`src/rtl/day_set_ctrl_pkg.sv`:
```
// Shared day codes, controller state encoding and day stepping helpers
// for the set-day feature.
package day_set_ctrl_pkg;

  localparam int unsigned DAY_W = 3;

  localparam logic [DAY_W-1:0] DAY_MON = 3'd0;
  localparam logic [DAY_W-1:0] DAY_TUE = 3'd1;
  localparam logic [DAY_W-1:0] DAY_WED = 3'd2;
  localparam logic [DAY_W-1:0] DAY_THU = 3'd3;
  localparam logic [DAY_W-1:0] DAY_FRI = 3'd4;
  localparam logic [DAY_W-1:0] DAY_SAT = 3'd5;
  localparam logic [DAY_W-1:0] DAY_SUN = 3'd6;

  typedef enum logic {
    RUN = 1'b0,
    SET = 1'b1
  } state_t;

  // Code 7 is unreachable; both helpers fold it back to monday.
  function automatic logic [DAY_W-1:0] day_inc(input logic [DAY_W-1:0] d);
    return (d >= DAY_SUN) ? DAY_MON : d + 3'd1;
  endfunction

  function automatic logic [DAY_W-1:0] day_dec(input logic [DAY_W-1:0] d);
    if (d == DAY_MON)
      return DAY_SUN;
    else if (d > DAY_SUN)
      return DAY_MON;
    else
      return d - 3'd1;
  endfunction

endpackage

```
`src/rtl/day_set_ctrl_edge_rise.sv`:
```
// Rising-edge detector: registered history, edge = level high now and low
// at the previous clock. History clears on reset.
module edge_rise (
  input  logic i_clk,
  input  logic i_rst,
  input  logic i_sig,
  output logic o_rise
);

  logic r_prev;

  always_ff @(posedge i_clk) begin
    if (i_rst)
      r_prev <= 1'b0;
    else
      r_prev <= i_sig;
  end

  assign o_rise = i_sig & ~r_prev;

endmodule

```
`src/rtl/day_set_ctrl.sv`:
```
// Day-of-week controller: advances on midnight ticks in RUN, lets the user
// step the day with a blinking digit in SET, auto-returns to RUN when idle.
module day_set_ctrl
  import day_set_ctrl_pkg::*;
#(
  parameter int unsigned BLINK_DIV   = 25000000,
  parameter int unsigned TIMEOUT_CYC = 500000000
) (
  input  logic             clk,
  input  logic             rst,
  input  logic             btn_mode,
  input  logic             btn_up,
  input  logic             btn_down,
  input  logic             day_tick,
  output logic [DAY_W-1:0] day,
  output logic             blank,
  output logic             set_mode,
  output logic             week_wrap
);

  localparam int unsigned BW = $clog2(BLINK_DIV);
  localparam int unsigned TW = $clog2(TIMEOUT_CYC);
  localparam logic [BW-1:0] BLINK_LAST = BW'(BLINK_DIV - 1);
  localparam logic [TW-1:0] TO_LAST    = TW'(TIMEOUT_CYC - 1);

  state_t           r_state, w_state_nxt;
  logic [DAY_W-1:0] r_day, w_day_nxt;
  logic             r_wrap, w_wrap_nxt;
  logic [BW-1:0]    r_blink_cnt, w_blink_cnt_nxt;
  logic             r_phase, w_phase_nxt;
  logic [TW-1:0]    r_to_cnt, w_to_cnt_nxt;
  logic             r_pending, w_pending_nxt;

  logic w_mode_e, w_up_e, w_dn_e;
  logic w_act, w_timeout, w_tick_eff;

  edge_rise u_edge_mode (.i_clk(clk), .i_rst(rst), .i_sig(btn_mode), .o_rise(w_mode_e));
  edge_rise u_edge_up   (.i_clk(clk), .i_rst(rst), .i_sig(btn_up),   .o_rise(w_up_e));
  edge_rise u_edge_dn   (.i_clk(clk), .i_rst(rst), .i_sig(btn_down), .o_rise(w_dn_e));

  // A mode edge in SET swallows any simultaneous up/down edge.
  assign w_act      = ~w_mode_e & (w_up_e | w_dn_e);
  assign w_timeout  = (r_to_cnt == TO_LAST) & ~w_act;
  assign w_tick_eff = day_tick | r_pending;

  always_ff @(posedge clk) begin
    if (rst) begin
      r_state     <= RUN;
      r_day       <= DAY_MON;
      r_wrap      <= 1'b0;
      r_blink_cnt <= '0;
      r_phase     <= 1'b1;
      r_to_cnt    <= '0;
      r_pending   <= 1'b0;
    end else begin
      r_state     <= w_state_nxt;
      r_day       <= w_day_nxt;
      r_wrap      <= w_wrap_nxt;
      r_blink_cnt <= w_blink_cnt_nxt;
      r_phase     <= w_phase_nxt;
      r_to_cnt    <= w_to_cnt_nxt;
      r_pending   <= w_pending_nxt;
    end
  end

  always_comb begin
    w_state_nxt = r_state;
    if (r_state == RUN) begin
      if (w_mode_e)
        w_state_nxt = SET;
    end else begin
      if (w_mode_e || w_timeout)
        w_state_nxt = RUN;
    end
  end

  always_comb begin
    w_day_nxt       = r_day;
    w_wrap_nxt      = 1'b0;
    w_blink_cnt_nxt = r_blink_cnt;
    w_phase_nxt     = r_phase;
    w_to_cnt_nxt    = r_to_cnt;
    w_pending_nxt   = r_pending;
    if (r_state == RUN) begin
      // Counters sit at their entry values so SET always starts on-phase.
      w_blink_cnt_nxt = '0;
      w_phase_nxt     = 1'b1;
      w_to_cnt_nxt    = '0;
      w_pending_nxt   = 1'b0;
      if (w_tick_eff) begin
        w_day_nxt  = day_inc(r_day);
        w_wrap_nxt = (r_day == DAY_SUN);
      end
    end else begin
      if (day_tick)
        w_pending_nxt = 1'b1;
      if (w_act) begin
        if (w_up_e && !w_dn_e)
          w_day_nxt = day_inc(r_day);
        else if (w_dn_e && !w_up_e)
          w_day_nxt = day_dec(r_day);
        w_blink_cnt_nxt = '0;
        w_phase_nxt     = 1'b1;
        w_to_cnt_nxt    = '0;
      end else begin
        if (r_blink_cnt == BLINK_LAST) begin
          w_blink_cnt_nxt = '0;
          w_phase_nxt     = ~r_phase;
        end else begin
          w_blink_cnt_nxt = r_blink_cnt + 1'b1;
        end
        w_to_cnt_nxt = (r_to_cnt == TO_LAST) ? '0 : r_to_cnt + 1'b1;
      end
    end
  end

  assign day       = r_day;
  assign set_mode  = (r_state == SET);
  assign blank     = set_mode & ~r_phase;
  assign week_wrap = r_wrap;

endmodule

```
`config.mk`:
```
export PLATFORM = sky130hd
export DESIGN_NAME = day_set_ctrl
export DESIGN_NICKNAME = d
export VERILOG_FILES = /design/src/rtl/day_set_ctrl_pkg.sv /design/src/rtl/day_set_ctrl_edge_rise.sv /design/src/rtl/day_set_ctrl.sv
export SDC_FILE = /design/constraint.sdc
export NUM_CORES = 1
export LEC_CHECK = 0
export ABC_AREA = 1
export ABC_CLOCK_PERIOD_IN_PS = 2200
export CORE_ASPECT_RATIO = 0.6
export CORE_MARGIN = 3
export CORE_UTILIZATION = 40
export DETAILED_ROUTE_END_ITERATION = 10
export DONT_BUFFER_PORTS = 1
export PLACE_DENSITY_LB_ADDON = 0.25
export SYNTH_ARGS = -nofsm -noshare
export SYNTH_HDL_FRONTEND = slang
export SYNTH_HIERARCHICAL = 1
export SYNTH_SLANG_ARGS = --single-unit
```
`constraint.sdc`:
```
create_clock -name clk -period 2.2 [get_ports clk]
set_clock_uncertainty 0.1 [all_clocks]
set_input_delay 0.11 -clock clk [delete_from_list [all_inputs] [get_ports clk]]
set_output_delay 0.11 -clock clk [all_outputs]
set_load 0.05 [all_outputs]
```
==> results.json <==
{
  "timing.fmax_mhz": 565.0,
  "critical_path_class": "reg2reg",
  "routabilityCongestion": 0.9217,
  "io_pins": 12,
  "muxShareOfSynthArea_pct": 0,
  "die_width_um": 128.6,
  "ir_worst_vdd_uv": 393.5,
  "clock_latency_ns": 0.33,
  "power.density_nw_per_um2": 677.0,
  "placed_area_um2": 3752,
  "netlist.area_leader.share_pct": 35.53,
  "antenna_found_initial": 0,
  "num_vias": 3384,
  "drv_slew": 0,
  "grt_usage_pct": 17.37,
  "routed_via_density": 4.687,
  "drtPass1Iterations": 5,
  "yosysTopAreaCell": "dfxtp_1",
  "io_buffers": 0,
  "p_leak_nw": 1.448,
  "avgRoutedWirePerCell_um": 11.57,
  "setup_viol": 0,
  "cts_num_sinks": 64,
  "status": "complete, no violations",
  "synthSimpleGateAreaFrac_pct": 43.23,
  "n_fill_cell": 898,
  "holdCritPathClass": "in2reg",
  "drive_gt1_share_pct": 5.410,
  "ys.warnings.count": 6,
  "synthTopCellsByArea": "dfxtp_1 (36%), nand2_1 (17%), nor2_1 (17%)",
  "hold_viol": 0,
  "yosys-top-cells-count": "nand2_1 (167), nor2_1 (163), inv_1 (85), dfxtp_1 (64), nand3_1 (31)",
  "drtIter0Drc": 318,
  "final_nets": 617,
  "start_util_pct": 41.83,
  "final_area_um2": 4100,
  "finalCriticalPeriod_ns": 1.770,
  "cp-startpoint": "r_to_cnt[0]",
  "dieArea_um2": 10230,
  "grt.overflow.total": 0,
  "htreeDepth": 3,
  "timing.rr.end": "r_to_cnt[25]",
  "endpoint": "r_to_cnt[25]",
  "syn_inst": 588,
  "cts_tree": "yes",
  "synth_compound_area_share_pct": 1.388,
  "cp-end-kind": "flop",
  "fp.dieH_um": 79.55,
  "hpwl_mm": 6.305,
  "clk_pin_slew_worst_paths_ns": 0.06,
  "yosys.area_share.adder_pct": 2.082,
  "n_antenna_cell": 0,
  "final_antenna_net_count": 0,
  "area_growth_pct": 13.71,
  "wl_mm": 8.356,
  "postCtsSetupBuffers": 0,
  "synth.most_common_cell": "nand2_1",
  "rr_worst_depth": 9,
  "synth_top_family_by_area": "simple AND/OR/NAND/NOR gates",
  "first_global_vias": 2907,
  "r2r_slack_ns": 0.43,
  "rsz0062_at_grt": "no",
  "synthXorXnorAreaFrac_pct": 7.529,
  "grt_pass1_wl_mm": 13.92,
  "async_flop_share_pct": 0,
  "critPathMaxFanout": 16,
  "post-route-period-util_pct": 80.46,
  "reg2reg_from": "r_to_cnt[0]",
  "worstPathArrival_ns": 1.89,
  "synth_nets": 600,
  "worst_setup_path_start_kind": "flop",
  "drc": 0,
  "grt_max_degree": 26,
  "core_area_um2": 8621,
  "cts.path.max_buffers": 2,
  "numCtsBuffers": 9,
  "relSlewSlack_pct": 65.07,
  "ys_types": 22,
  "ys_seq_area_share_pct": 35.53,
  "worst_pin_slew_ns": 0.5221,
  "max_cap_viol_count": 0,
  "synth.cell_area_um2": 3606,
  "synth_seq_cells": 64,
  "root_buffer": "clkbuf_16",
  "synth_ff_type": "dfxtp_1",
  "synth_edf_count": 0,
  "fin_setup_tns_ns": 0,
  "row_count": 26,
  "required_ns": 2.32,
  "worstHoldStart": "btn_up",
  "avgSynthCellArea_um2": 6.133
}
## stage by stage
step | power (mW) | worst slack (ns) | util, % | std cells | hold WS [ns]
floorplan | 1.345 | 0.4079 | - | 588 | 0.08238
global placement | 1.376 | 0.4662 | 43.53 | 701 | 0.08459
detailed placement | 1.379 | 0.4358 | 43.53 | 701 | 0.08652
CTS | 2.815 | 0.4248 | 47.56 | 722 | 0.1846
global route | 2.899 | 0.2733 | 47.56 | 722 | 0.2506
finish | 2.776 | 0.4300 | 47.56 | 722 | 0.2011
## how the worst min path moves through the flow
stage                             endpoint  slack (ns)  depth (start not counted)
after CTS                         set_mode        0.18                          6
after global placement    u_edge_dn/r_prev        0.08                          1
after detailed placement  u_edge_up/r_prev        0.09                          1
after floorplan           u_edge_dn/r_prev        0.08                          1
after global routing              set_mode        0.25                          6
final                             set_mode        0.20                          6
## cell families (layout without fill, tap and decap cells)
kind of cell               count (synthesis)  in the layout
buffers and inverters                     92            114
AOI/OAI and AO/OA                         10             10
adders and majority gates                  6              6
and+or+nand+nor                          385            385
DFF                                       64             64
xor gates and xnor gates                  31             31
## sequential cells by signal, indices dropped and copies added (netlist names)
signal              flops
set_mode                1
week_wrap               1
u_edge_mode/r_prev      1
r_to_cnt               29
r_phase                 1
r_blink_cnt            25
day                     3
u_edge_dn/r_prev        1
u_edge_up/r_prev        1
r_pending               1
## per-layer routing
| metal | share of wire (%) | GRT usage (%) |
|---|---|---|
| met1 | 56 | 27.18 |
| met2 | 36 | 21.75 |
| met3 | 7.9 | 5.481 |
| met4 | 0.57 | 5.241 |
| met5 | 0 | 0 |
## final cells by class
cell class                 count  area [um^2]  area share, %
clock inverter                 7        72.57          1.770
inverter                      86        322.8          7.873
timing repair buffer          12        102.6          2.502
multi-input combinational    432         1956          47.70
clock buffer                   9        225.2          5.493
tap                          112        140.1          3.418
sequential                    64         1281          31.25
## timing repair
| item | in CTS | in global routing |
|---|---|---|
| hold buffers | 5 | 0 |
| hold endpoints to repair | 10 | 0 |
| gates resized for setup | 0 | 0 |
## where the power goes
group	leakage (nW)	switching [mW]	total (mW)	internal, mW
Combinational	0.789	0.117	0.175	0.0574
Sequential	0.517	0.0126	1.19	1.17
Clock	0.141	0.539	1.41	0.875
## worst max-delay path, stage by stage (launching register included)
cell and delay (ns):
dfxtp_1 0.38, ha_1 0.25, inv_1 0.10, nor2_4 0.18
nand2_2 0.11, inv_2 0.09, nand3_1 0.07, nand2_1 0.10
buf_4 0.22, nor2_1 0.07
## cell usage in the layout, fill, tap and decap left out
master / Yosys / routed
dlygate4sd3_1: 0 / 5
nor3_1: 5 / 5
nand4_1: 8 / 8
o21ai_0: 7 / 7
xnor2_1: 10 / 10
bufinv_16: 0 / 1
ha_1: 6 / 6
nand3_1: 31 / 31
nand3b_1: 1 / 1
and2_1: 1 / 1
clkbuf_16: 0 / 9
buf_4: 2 / 7
a21oi_1: 3 / 3
dfxtp_1: 64 / 64
clkinvlp_4: 0 / 2
nand2_1: 167 / 167
clkinv_2: 0 / 2
xor2_1: 21 / 21
nor2_4: 4 / 4
nor2_1: 163 / 163
inv_1: 85 / 85
clkinv_4: 0 / 2
nor2_2: 2 / 2
nand2_2: 3 / 3
inv_2: 1 / 1
No activity file was read; power rests on OpenSTA's default activity.
